<file path="config.mk">
export PLATFORM = sky130hd
export DESIGN_NAME = load_store_unit
export DESIGN_NICKNAME = d
export VERILOG_FILES = /design/src/rtl/load_store_unit_pkg.sv /design/src/rtl/load_store_unit_align.sv /design/src/rtl/load_store_unit.sv
export SDC_FILE = /design/constraint.sdc
export NUM_CORES = 1
export LEC_CHECK = 0
export ABC_AREA = 1
export CAP_MARGIN = 20
export CELL_PAD_IN_SITES_DETAIL_PLACEMENT = 0
export CELL_PAD_IN_SITES_GLOBAL_PLACEMENT = 1
export CORE_ASPECT_RATIO = 1.75
export CORE_MARGIN = 2
export CORE_UTILIZATION = 42
export DETAILED_ROUTE_END_ITERATION = 10
export DONT_BUFFER_PORTS = 1
export PLACE_DENSITY_LB_ADDON = 0.1
export SLEW_MARGIN = 0
export SYNTH_ARGS = -nofsm -noshare
export SYNTH_HDL_FRONTEND = slang
export SYNTH_HIERARCHICAL = 1
export SYNTH_SLANG_ARGS = --single-unit
</file>
<file path="constraint.sdc">
create_clock -name iCLK -period 1.4 [get_ports iCLK]
set_input_delay 0.28 -clock iCLK [delete_from_list [all_inputs] [get_ports iCLK]]
set_output_delay 0.28 -clock iCLK [all_outputs]
set_load 0.02 [all_outputs]
</file>
<file path="src/rtl/load_store_unit_pkg.sv">
// Shared constants for the load/store unit: RV32I width codes, FSM encoding,
// byte-enable patterns and the access-decode helpers used by the datapath.
package load_store_unit_pkg;

  localparam logic [2:0] FUNCT3_LB  = 3'b000;
  localparam logic [2:0] FUNCT3_LH  = 3'b001;
  localparam logic [2:0] FUNCT3_LW  = 3'b010;
  localparam logic [2:0] FUNCT3_LBU = 3'b100;
  localparam logic [2:0] FUNCT3_LHU = 3'b101;

  typedef enum logic [1:0] {
    ST_IDLE   = 2'd0,
    ST_ACCESS = 2'd1,
    ST_WAIT   = 2'd2,
    ST_DONE   = 2'd3
  } lsuState_t;

  localparam logic [3:0] BE_BYTE = 4'b0001;
  localparam logic [3:0] BE_HALF = 4'b0011;
  localparam logic [3:0] BE_WORD = 4'b1111;

  function automatic logic isIllegal(input logic we, input logic [2:0] funct3,
                                     input logic [1:0] addrLo);
    logic bad;
    case (funct3)
      FUNCT3_LB, FUNCT3_LBU: bad = 1'b0;
      FUNCT3_LH, FUNCT3_LHU: bad = addrLo[0];
      FUNCT3_LW:             bad = (addrLo != 2'b00);
      default:               bad = 1'b1;
    endcase
    // Unsigned widths only make sense for loads.
    if (we && funct3[2]) bad = 1'b1;
    return bad;
  endfunction

  function automatic logic [3:0] byteEnable(input logic [2:0] funct3, input logic [1:0] addrLo);
    logic [3:0] be;
    case (funct3)
      FUNCT3_LB, FUNCT3_LBU: be = BE_BYTE << addrLo;
      FUNCT3_LH, FUNCT3_LHU: be = BE_HALF << {addrLo[1], 1'b0};
      default:               be = BE_WORD;
    endcase
    return be;
  endfunction

  function automatic logic [31:0] writeData(input logic [2:0] funct3, input logic [31:0] data);
    logic [31:0] wd;
    case (funct3[1:0])
      2'b00:   wd = {4{data[7:0]}};
      2'b01:   wd = {2{data[15:0]}};
      default: wd = data;
    endcase
    return wd;
  endfunction

endpackage

</file>
<file path="src/rtl/load_store_unit_align.sv">
// load_align_extend: shifts the addressed lane of a bus word down to bit 0
// and sign- or zero-extends it according to the RV32I width code.
module load_align_extend
  import load_store_unit_pkg::*;
(
  input  logic [31:0] rawWord,
  input  logic [1:0]  addrLo,
  input  logic [2:0]  funct3,
  output logic [31:0] result
);

  logic [31:0] shifted;

  always_comb begin
    shifted = rawWord >> {addrLo, 3'b000};
    case (funct3)
      FUNCT3_LB:  result = {{24{shifted[7]}}, shifted[7:0]};
      FUNCT3_LH:  result = {{16{shifted[15]}}, shifted[15:0]};
      FUNCT3_LBU: result = {24'h000000, shifted[7:0]};
      FUNCT3_LHU: result = {16'h0000, shifted[15:0]};
      default:    result = shifted;
    endcase
  end

endmodule

</file>
<file path="src/rtl/load_store_unit.sv">
// Load/store unit: turns one execute-stage request into a single data-bus
// transaction with registered strobes, lanes and aligned/extended read data.
//
// state  | meaning
// IDLE   | waiting for iReq; decodes legality at acceptance
// ACCESS | one cycle with strobe, address, byte enables and write data driven
// WAIT   | load only; down-counts MEM_LATENCY-1..0, captures read data at 0
// DONE   | one-cycle oDone pulse, oFault reports an illegal access
module load_store_unit
  import load_store_unit_pkg::*;
#(
  parameter int MEM_LATENCY = 1,
  parameter int ADDR_WIDTH  = 32
) (
  input  logic                  iCLK,
  input  logic                  iRST_N,
  input  logic                  iReq,
  input  logic                  iWe,
  input  logic [2:0]            iFunct3,
  input  logic [ADDR_WIDTH-1:0] iAddr,
  input  logic [31:0]           iStoreData,
  output logic                  oBusy,
  output logic                  oDone,
  output logic                  oFault,
  output logic [31:0]           oLoadData,
  output logic                  oMemRead,
  output logic                  oMemWrite,
  output logic [3:0]            oMemByteEnable,
  output logic [ADDR_WIDTH-1:0] oMemAddress,
  output logic [31:0]           oMemWriteData,
  input  logic [31:0]           iMemReadData
);

  localparam int CNT_W = (MEM_LATENCY > 1) ? $clog2(MEM_LATENCY) : 1;
  localparam logic [CNT_W-1:0] CNT_START = CNT_W'(MEM_LATENCY - 1);

  lsuState_t        state;
  logic             weR;
  logic [2:0]       funct3R;
  logic [1:0]       addrLoR;
  logic [CNT_W-1:0] waitCnt;
  logic [31:0]      loadExt;

  load_align_extend uAlign (
    .rawWord (iMemReadData),
    .addrLo  (addrLoR),
    .funct3  (funct3R),
    .result  (loadExt)
  );

  always_ff @(posedge iCLK or negedge iRST_N) begin
    if (!iRST_N) begin
      state          <= ST_IDLE;
      weR            <= 1'b0;
      funct3R        <= 3'b000;
      addrLoR        <= 2'b00;
      waitCnt        <= '0;
      oBusy          <= 1'b0;
      oDone          <= 1'b0;
      oFault         <= 1'b0;
      oLoadData      <= 32'h0;
      oMemRead       <= 1'b0;
      oMemWrite      <= 1'b0;
      oMemByteEnable <= 4'b0000;
      oMemAddress    <= '0;
      oMemWriteData  <= 32'h0;
    end else begin
      // Bus fields are only driven during ACCESS; every other state parks them at 0.
      oDone          <= 1'b0;
      oFault         <= 1'b0;
      oMemRead       <= 1'b0;
      oMemWrite      <= 1'b0;
      oMemByteEnable <= 4'b0000;
      oMemAddress    <= '0;
      oMemWriteData  <= 32'h0;
      case (state)
        ST_IDLE: begin
          if (iReq) begin
            weR     <= iWe;
            funct3R <= iFunct3;
            addrLoR <= iAddr[1:0];
            oBusy   <= 1'b1;
            if (isIllegal(iWe, iFunct3, iAddr[1:0])) begin
              state  <= ST_DONE;
              oDone  <= 1'b1;
              oFault <= 1'b1;
            end else begin
              state          <= ST_ACCESS;
              oMemRead       <= ~iWe;
              oMemWrite      <= iWe;
              oMemByteEnable <= byteEnable(iFunct3, iAddr[1:0]);
              oMemAddress    <= {iAddr[ADDR_WIDTH-1:2], 2'b00};
              oMemWriteData  <= writeData(iFunct3, iStoreData);
            end
          end
        end
        ST_ACCESS: begin
          if (weR) begin
            state <= ST_DONE;
            oDone <= 1'b1;
          end else begin
            state   <= ST_WAIT;
            waitCnt <= CNT_START;
          end
        end
        ST_WAIT: begin
          if (waitCnt == '0) begin
            oLoadData <= loadExt;
            state     <= ST_DONE;
            oDone     <= 1'b1;
          end else begin
            waitCnt <= waitCnt - 1'b1;
          end
        end
        default: begin
          state <= ST_IDLE;
          oBusy <= 1'b0;
        end
      endcase
    end
  end

endmodule

</file>
=== Word-level counts from Yosys, hierarchy flattened ===
Index checks and enable logic that the tools add are counted.

* Flip-flop bits (word level): 114
* Output and inout port bits: 105
* Logic and storage cells: 87

* Add/subtract/negate cells: 1
* Equal/unequal tests: 13
* Shift operators: 3
* Multiplexer cells: 38
* Bitwise operators: 3
* Reductions and logical operators: 15

{| class="wikitable"
|+ Operators by type and width
! cell !! number
|-
| $mux W32 || 6
|-
| $pmux W32 S4 || 1
|-
| $pmux W32 S2 || 1
|-
| $shr A32 B5 Y32 || 1
|-
| $mux W1 || 18
|-
| $eq A3 B3 Y1 const B || 4
|-
| $mux W4 || 3
|-
| $reduce_and A2 Y1 || 5
|-
| $pmux W4 S2 || 1
|-
| $eq A3 B1 Y1 const B || 2
|-
| $logic_not A3 Y1 || 2
|-
| $mux W2 || 3
|-
| $ne A2 B2 Y1 const B || 3
|-
| $pmux W1 S3 || 2
|-
| $pmux W2 S3 || 1
|-
| $reduce_or A2 Y1 || 3
|-
| $eq A2 B1 Y1 const B || 2
|-
| $logic_not A2 Y1 || 2
|-
| $pmux W1 S2 || 2
|-
| $reduce_bool A2 Y1 || 2
|-
| $shl A1 B2 Y4 const A || 1
|-
| $shl A2 B2 Y4 const A || 1
|-
| $eq A3 B2 Y1 const B || 1
|-
| $not A1 Y1 || 3
|-
| 3 further kinds || 3
|}

=== Longest topological paths before layout ===
* Depth in word-level cells: 9
* Depth in mapped cells: 8
* Depth with buffers taken out: 8

=== Cells and area by module ===
The synthesis kept the hierarchy.

{| class="wikitable"
|+ By module, submodules not included
! module !! times used !! cells each !! area each (µm²) !! sequential area each (µm²)
|-
| load_store_unit || 1 || 384 || 4301.6 || 2777.7
|-
| load_align_extend || 1 || 158 || 920.9 || 0.0
|}

=== Least setup slack after synthesis ===
Ideal clock, no wire load.

* Path type: register to register
* Start point: reg state[0]
* End point: reg oLoadData[10]
* Data arrival time: 1356 ps
* Path slack: -80 ps
* Cell stages (with the launch flop): 6
* Clock period less this slack: 1480 ps
* Path through: dfrtp_1 > inv_1 > ha_1 > clkbuf_1 > buf_2 > mux2_2

* Cells in the longest elaborated chain, start to end: 2

{| class="wikitable"
|+ RTL lines
! element !! line !! RTL
|-
| start: declaration || load_store_unit.sv:37 || <nowiki>lsuState_t state;</nowiki>
|-
| start signal: assignment || load_store_unit.sv:53 || <nowiki>state <= ST_IDLE;</nowiki>
|-
| start signal: assignment || load_store_unit.sv:84 || <nowiki>state <= ST_DONE;</nowiki>
|-
| start signal: assignment || load_store_unit.sv:88 || <nowiki>state <= ST_ACCESS;</nowiki>
|-
| $eq A2 B2 Y1 || load_store_unit.sv:76 || <nowiki>case (state)</nowiki>
|-
| $reduce_and A2 Y1 (no source line) || - ||
|-
| end signal: assignment || load_store_unit.sv:108 || <nowiki>oLoadData <= loadExt;</nowiki>
|-
| end: declaration || load_store_unit.sv:25 || <nowiki>output logic [31:0] oLoadData,</nowiki>
|}

Every way passes these cells.
A chain may end at the register's enable or synchronous reset.

=== Worst setup path after layout ===
* Start point: reg addrLoR[0]
* End point: reg oLoadData[12]

* Cells in the longest elaborated chain, start to end: 2

{| class="wikitable"
|+ RTL lines
! element !! line !! RTL
|-
| start: declaration || load_store_unit.sv:40 || <nowiki>logic [1:0] addrLoR;</nowiki>
|-
| start signal: assignment || load_store_unit.sv:81 || <nowiki>addrLoR <= iAddr[1:0];</nowiki>
|-
| $shr A32 B5 Y32 || load_store_unit_align.sv:15 || <nowiki>shifted = rawWord >> {addrLo, 3'b000};</nowiki>
|-
| $pmux W32 S4 || load_store_unit_align.sv:16 || <nowiki>case (funct3)</nowiki>
|-
| net loadExt[12] || load_store_unit.sv:42 || <nowiki>logic [31:0] loadExt;</nowiki>
|}

The timed path passes the listed nets, and every way through them passes these cells.

==> impl_metrics.py <==
metrics = {
    "power": {
        "p_comb_share_pct": 42.6,
        "power_report.internal_total_w": 0.00841,
        "p_seq_share_pct": 38.1,
        "power_frac_clock_pct": 19.3,
        "power.total_w": 0.0140,
        "ir_drop_v": 0.000784,
        "cellPowerDensity_mw_per_mm2": 2220,
        "switching_share_pct": 39.9,
        "power_leakage_nw": 3.00,
        "power_switching_w": 0.00558,
    },
    "logic_synthesis": {
        "biggest_area_contributors_in_the_synthesized_netlist": "dfrtp_1 (53%), nand2_1 (7.7%), mux2_2 (6.9%)",
        "synth_top_cells_by_count": "dfrtp_1 (111), nand2_1 (107), nor2_1 (71), mux2_2 (32)",
        "synthDominantCellAreaShare_pct": 53.2,
        "synthesis.instances": 542,
        "number_of_enable_flip_flop_cells_after_synthesis": 0,
        "synth_top_cell_by_area": "dfrtp_1",
        "yosysSeqAreaShare_pct": 53.2,
        "share_of_flip_flops_with_an_asynchronous_set_or_reset_after_synthesis_pct": 100,
        "post_synth.cell_area_avg_um2": 9.64,
        "synth_ff_type": "dfrtp_1",
        "synth_most_common_cell": "dfrtp_1",
        "synthesis.area_mm2": 0.00522,
        "yosys_register_bits": 111,
        "synth_cell_types": 33,
        "yosysWarnings": 6,
    },
    "setup_path": {
        "required_time_at_the_endpoint_of_the_critical_path_ps": 1640,
        "crit_path_end_kind": "register",
        "reg2reg_to": "oLoadData[12]",
        "critical_path_arrival_ps": 1760,
        "timing_worst_setup_path_type": "register to register",
        "worst-path-max-fanout": 8,
        "start_kind": "register",
        "ff2ff_setup_slack_ps": -120,
        "timing.rr.start": "addrLoR[0]",
        "worst_r2r_path_depth": 7,
    },
    "clock_tree": {
        "insertion_delay_ps": 360,
        "ctsLongestPathBuffers": 2,
        "count_of_h_tree_levels_built_during_cts": 3,
        "cts_inserted_buffers": 9,
        "cts_sinks": 111,
        "clk_root_buffer_cell": "clkbuf_16",
        "postCtsHoldBufs": 1,
        "tritoncts": "built",
        "clk_pin_slew_ps": 80,
    },
    "global_routing": {
        "antenna_violations_before_repair": 0,
        "pin_count_of_the_biggest_net_entering_global_routing": 112,
        "grt_pass1_vias": 3988,
        "grt_overflow_total": 0,
        "global_route_wire_length_before_repair_um": 21500,
        "combined_global_route_utilization_of_all_metal_layers_pct": 21.5,
    },
    "timing": {
        "maxClockFrequency_mhz": 660,
        "timing.final.ws_setup_ps": -115,
        "skew_ps": 11.0,
        "period_minus_slack_ps": 1520,
        "drv_slew": 0,
        "min_period_over_period_pct": 108,
        "setup_viol_count_final": 32,
        "total_count_of_hold_check_failures_in_the_final_report": 111,
        "worst_hold_slack_ps": -382,
        "grt_setup_unrepaired": "yes",
    },
    "cells_and_area": {
        "fill_cells": 1153,
        "drive_above_1_share_pct": 29.2,
        "final_nets": 677,
        "antenna_diode_instance_count": 0,
        "area_growth_pct": 20.5,
    },
    "floorplanning": {
        "die_area_mm2": 0.0134,
        "floorplan.initialDensity_pct": 43.3,
        "placement_rows": 53,
        "placeableCoreArea_mm2": 0.0121,
        "chipWidth_um": 88.3,
        "io_pins": 208,
        "die-height_um": 152,
    },
    "detailed_routing": {
        "vias_per_cell": 5.33,
        "detail_route.iter0.violations": 164,
        "ant_nets": 0,
        "drt-pass1-iter-count": 4,
        "route.detailed.wl_per_inst_um": 20.1,
        "route.vias.total": 3947,
        "drc": 0,
        "postRouteWirelength_um": 14800,
    },
    "place": {
        "gp_routability_congestion": 0.862,
        "final_hpwl_from_detailed_placement_um": 10400,
        "numPortBuffers": 0,
    },
    "worst_hold_path": {
        "hold_path_class": "primary input to async pin",
    },
    "run_status": {
        "status": "finished with violations",
        "violations_in_the_final_reports": "negative hold slack, negative setup slack",
    },
    "flow_run": {
        "cap_viol_max_count": 0,
    },
}
==> registers in the layout, indices dropped and copies added, names as in the netlist <==
| name | flops |
|---|---|
| addrLoR | 2 |
| funct3R | 3 |
| oBusy | 1 |
| oDone | 1 |
| oFault | 1 |
| oLoadData | 32 |
| oMemAddress | 30 |
| oMemByteEnable | 4 |
| oMemRead | 1 |
| oMemWrite | 1 |
| oMemWriteData | 32 |
| state | 2 |
| weR | 1 |
==> per-stage QoR <==
stage / util (%) / setup slack, ps / std cells / TNS (ps) / cell area (um2)
3_3_place_gp: 46.1 / -216 / 705 / -5490 / 5560
2_1_floorplan: - / 9.45 / 543 / 0 / 5240
3_5_place_dp: 46.1 / -242 / 705 / -7960 / 5560
5_1_grt: 52.1 / -180 / 740 / -4750 / 6290
6_report: 52.1 / -115 / 740 / -2670 / 6290
4_1_cts: 50.3 / -142 / 734 / -3460 / 6070
==> power groups by stage <==
stage               logic [W]  registers, W  clock network, W
floorplan             0.00359       0.00509                 0
global placement      0.00481       0.00537                 0
detailed placement    0.00489       0.00539                 0
CTS                   0.00538       0.00535           0.00278
global route          0.00648       0.00541           0.00292
finish                0.00596       0.00532           0.00270
==> logic make-up (layout without fill, tap and decap cells) <==
kind of cell             count (synthesis)  in the layout  synth area share, %
AND/OR/NAND/NOR                        261            262                 24.1
flip-flops                             111            111                 53.2
buffers and inverters                   68             99                 7.00
AO/OA/AOI/OAI                           65             65                 7.79
multiplexers                            32             32                 6.90
adder cells (fa/ha/maj)                  4              4                0.958
other                                    1              2               0.0718
==> worst max path at each step <==
stage                     startpoint       endpoint  slack, ps  depth (start not counted)
after floorplan             state[0]       state[1]          9                          6
after CTS                 addrLoR[0]  oLoadData[11]       -140                          6
after detailed placement  addrLoR[0]  oLoadData[11]       -240                          6
final                     addrLoR[0]  oLoadData[12]       -120                          7
after global routing      addrLoR[0]   oLoadData[9]       -180                          7
after global placement    addrLoR[0]  oLoadData[11]       -220                          6
==> critical path: stages, from the launching register on <==
cell and delay, ps:
dfrtp_2 500, buf_4 200, buf_4 170, nand2_1 70, nand3_1 70, o211ai_1 80, nand2_1 70, mux2_2 260
==> layout by cell type (no fill, tap or decap), drive strengths merged <==
| master | Yosys | layout |
|---|---|---|
| nand2 | 115 | 115 |
| nor3 | 34 | 34 |
| a22oi | 7 | 7 |
| or2 | 2 | 2 |
| dlygate4sd3 | 0 | 1 |
| nand3 | 33 | 34 |
| clkbuf | 6 | 14 |
| conb | 1 | 2 |
| a21o | 1 | 1 |
| buf | 30 | 46 |
| o22ai | 1 | 1 |
| dfrtp | 111 | 111 |
| mux2 | 32 | 32 |
| ha | 4 | 4 |
| o21ai | 18 | 18 |
| a21oi | 14 | 14 |
| nor2 | 76 | 76 |
| clkinv | 0 | 2 |
| bufinv | 0 | 1 |
| inv | 32 | 35 |
| o211ai | 24 | 24 |
| and2 | 1 | 1 |
==> layer usage <==
layer  up-vias  global-route usage (%)  share of wire, %
met4         0                    8.79               3.5
met2       152                    39.4                56
met3        25                    6.50               6.8
met5         -                       0                 0
met1      1937                    22.3                34
li1       1833                       -                 -
==> what timing repair did <==
action,CTS,global route
gates cloned,2,5
resized for setup,24,36
hold endpoints to repair,112,111
endpoints found under the setup margin,93,73
setup buffers,11,4
pin swaps,15,20
==> area by class of cell <==
class | count | area [um2] | area share (%)
Clock buffer | 10 | 229 | 3.64
Tap cell | 165 | 206 | 3.28
Multi-Input combinational cell | 365 | 2230 | 35.5
Sequential cell | 111 | 2780 | 44.2
Clock inverter | 6 | 83.8 | 1.33
Inverter | 32 | 143 | 2.27
Timing Repair Buffer | 51 | 618 | 9.82
Note: power is estimated with default switching activity, not from simulation.
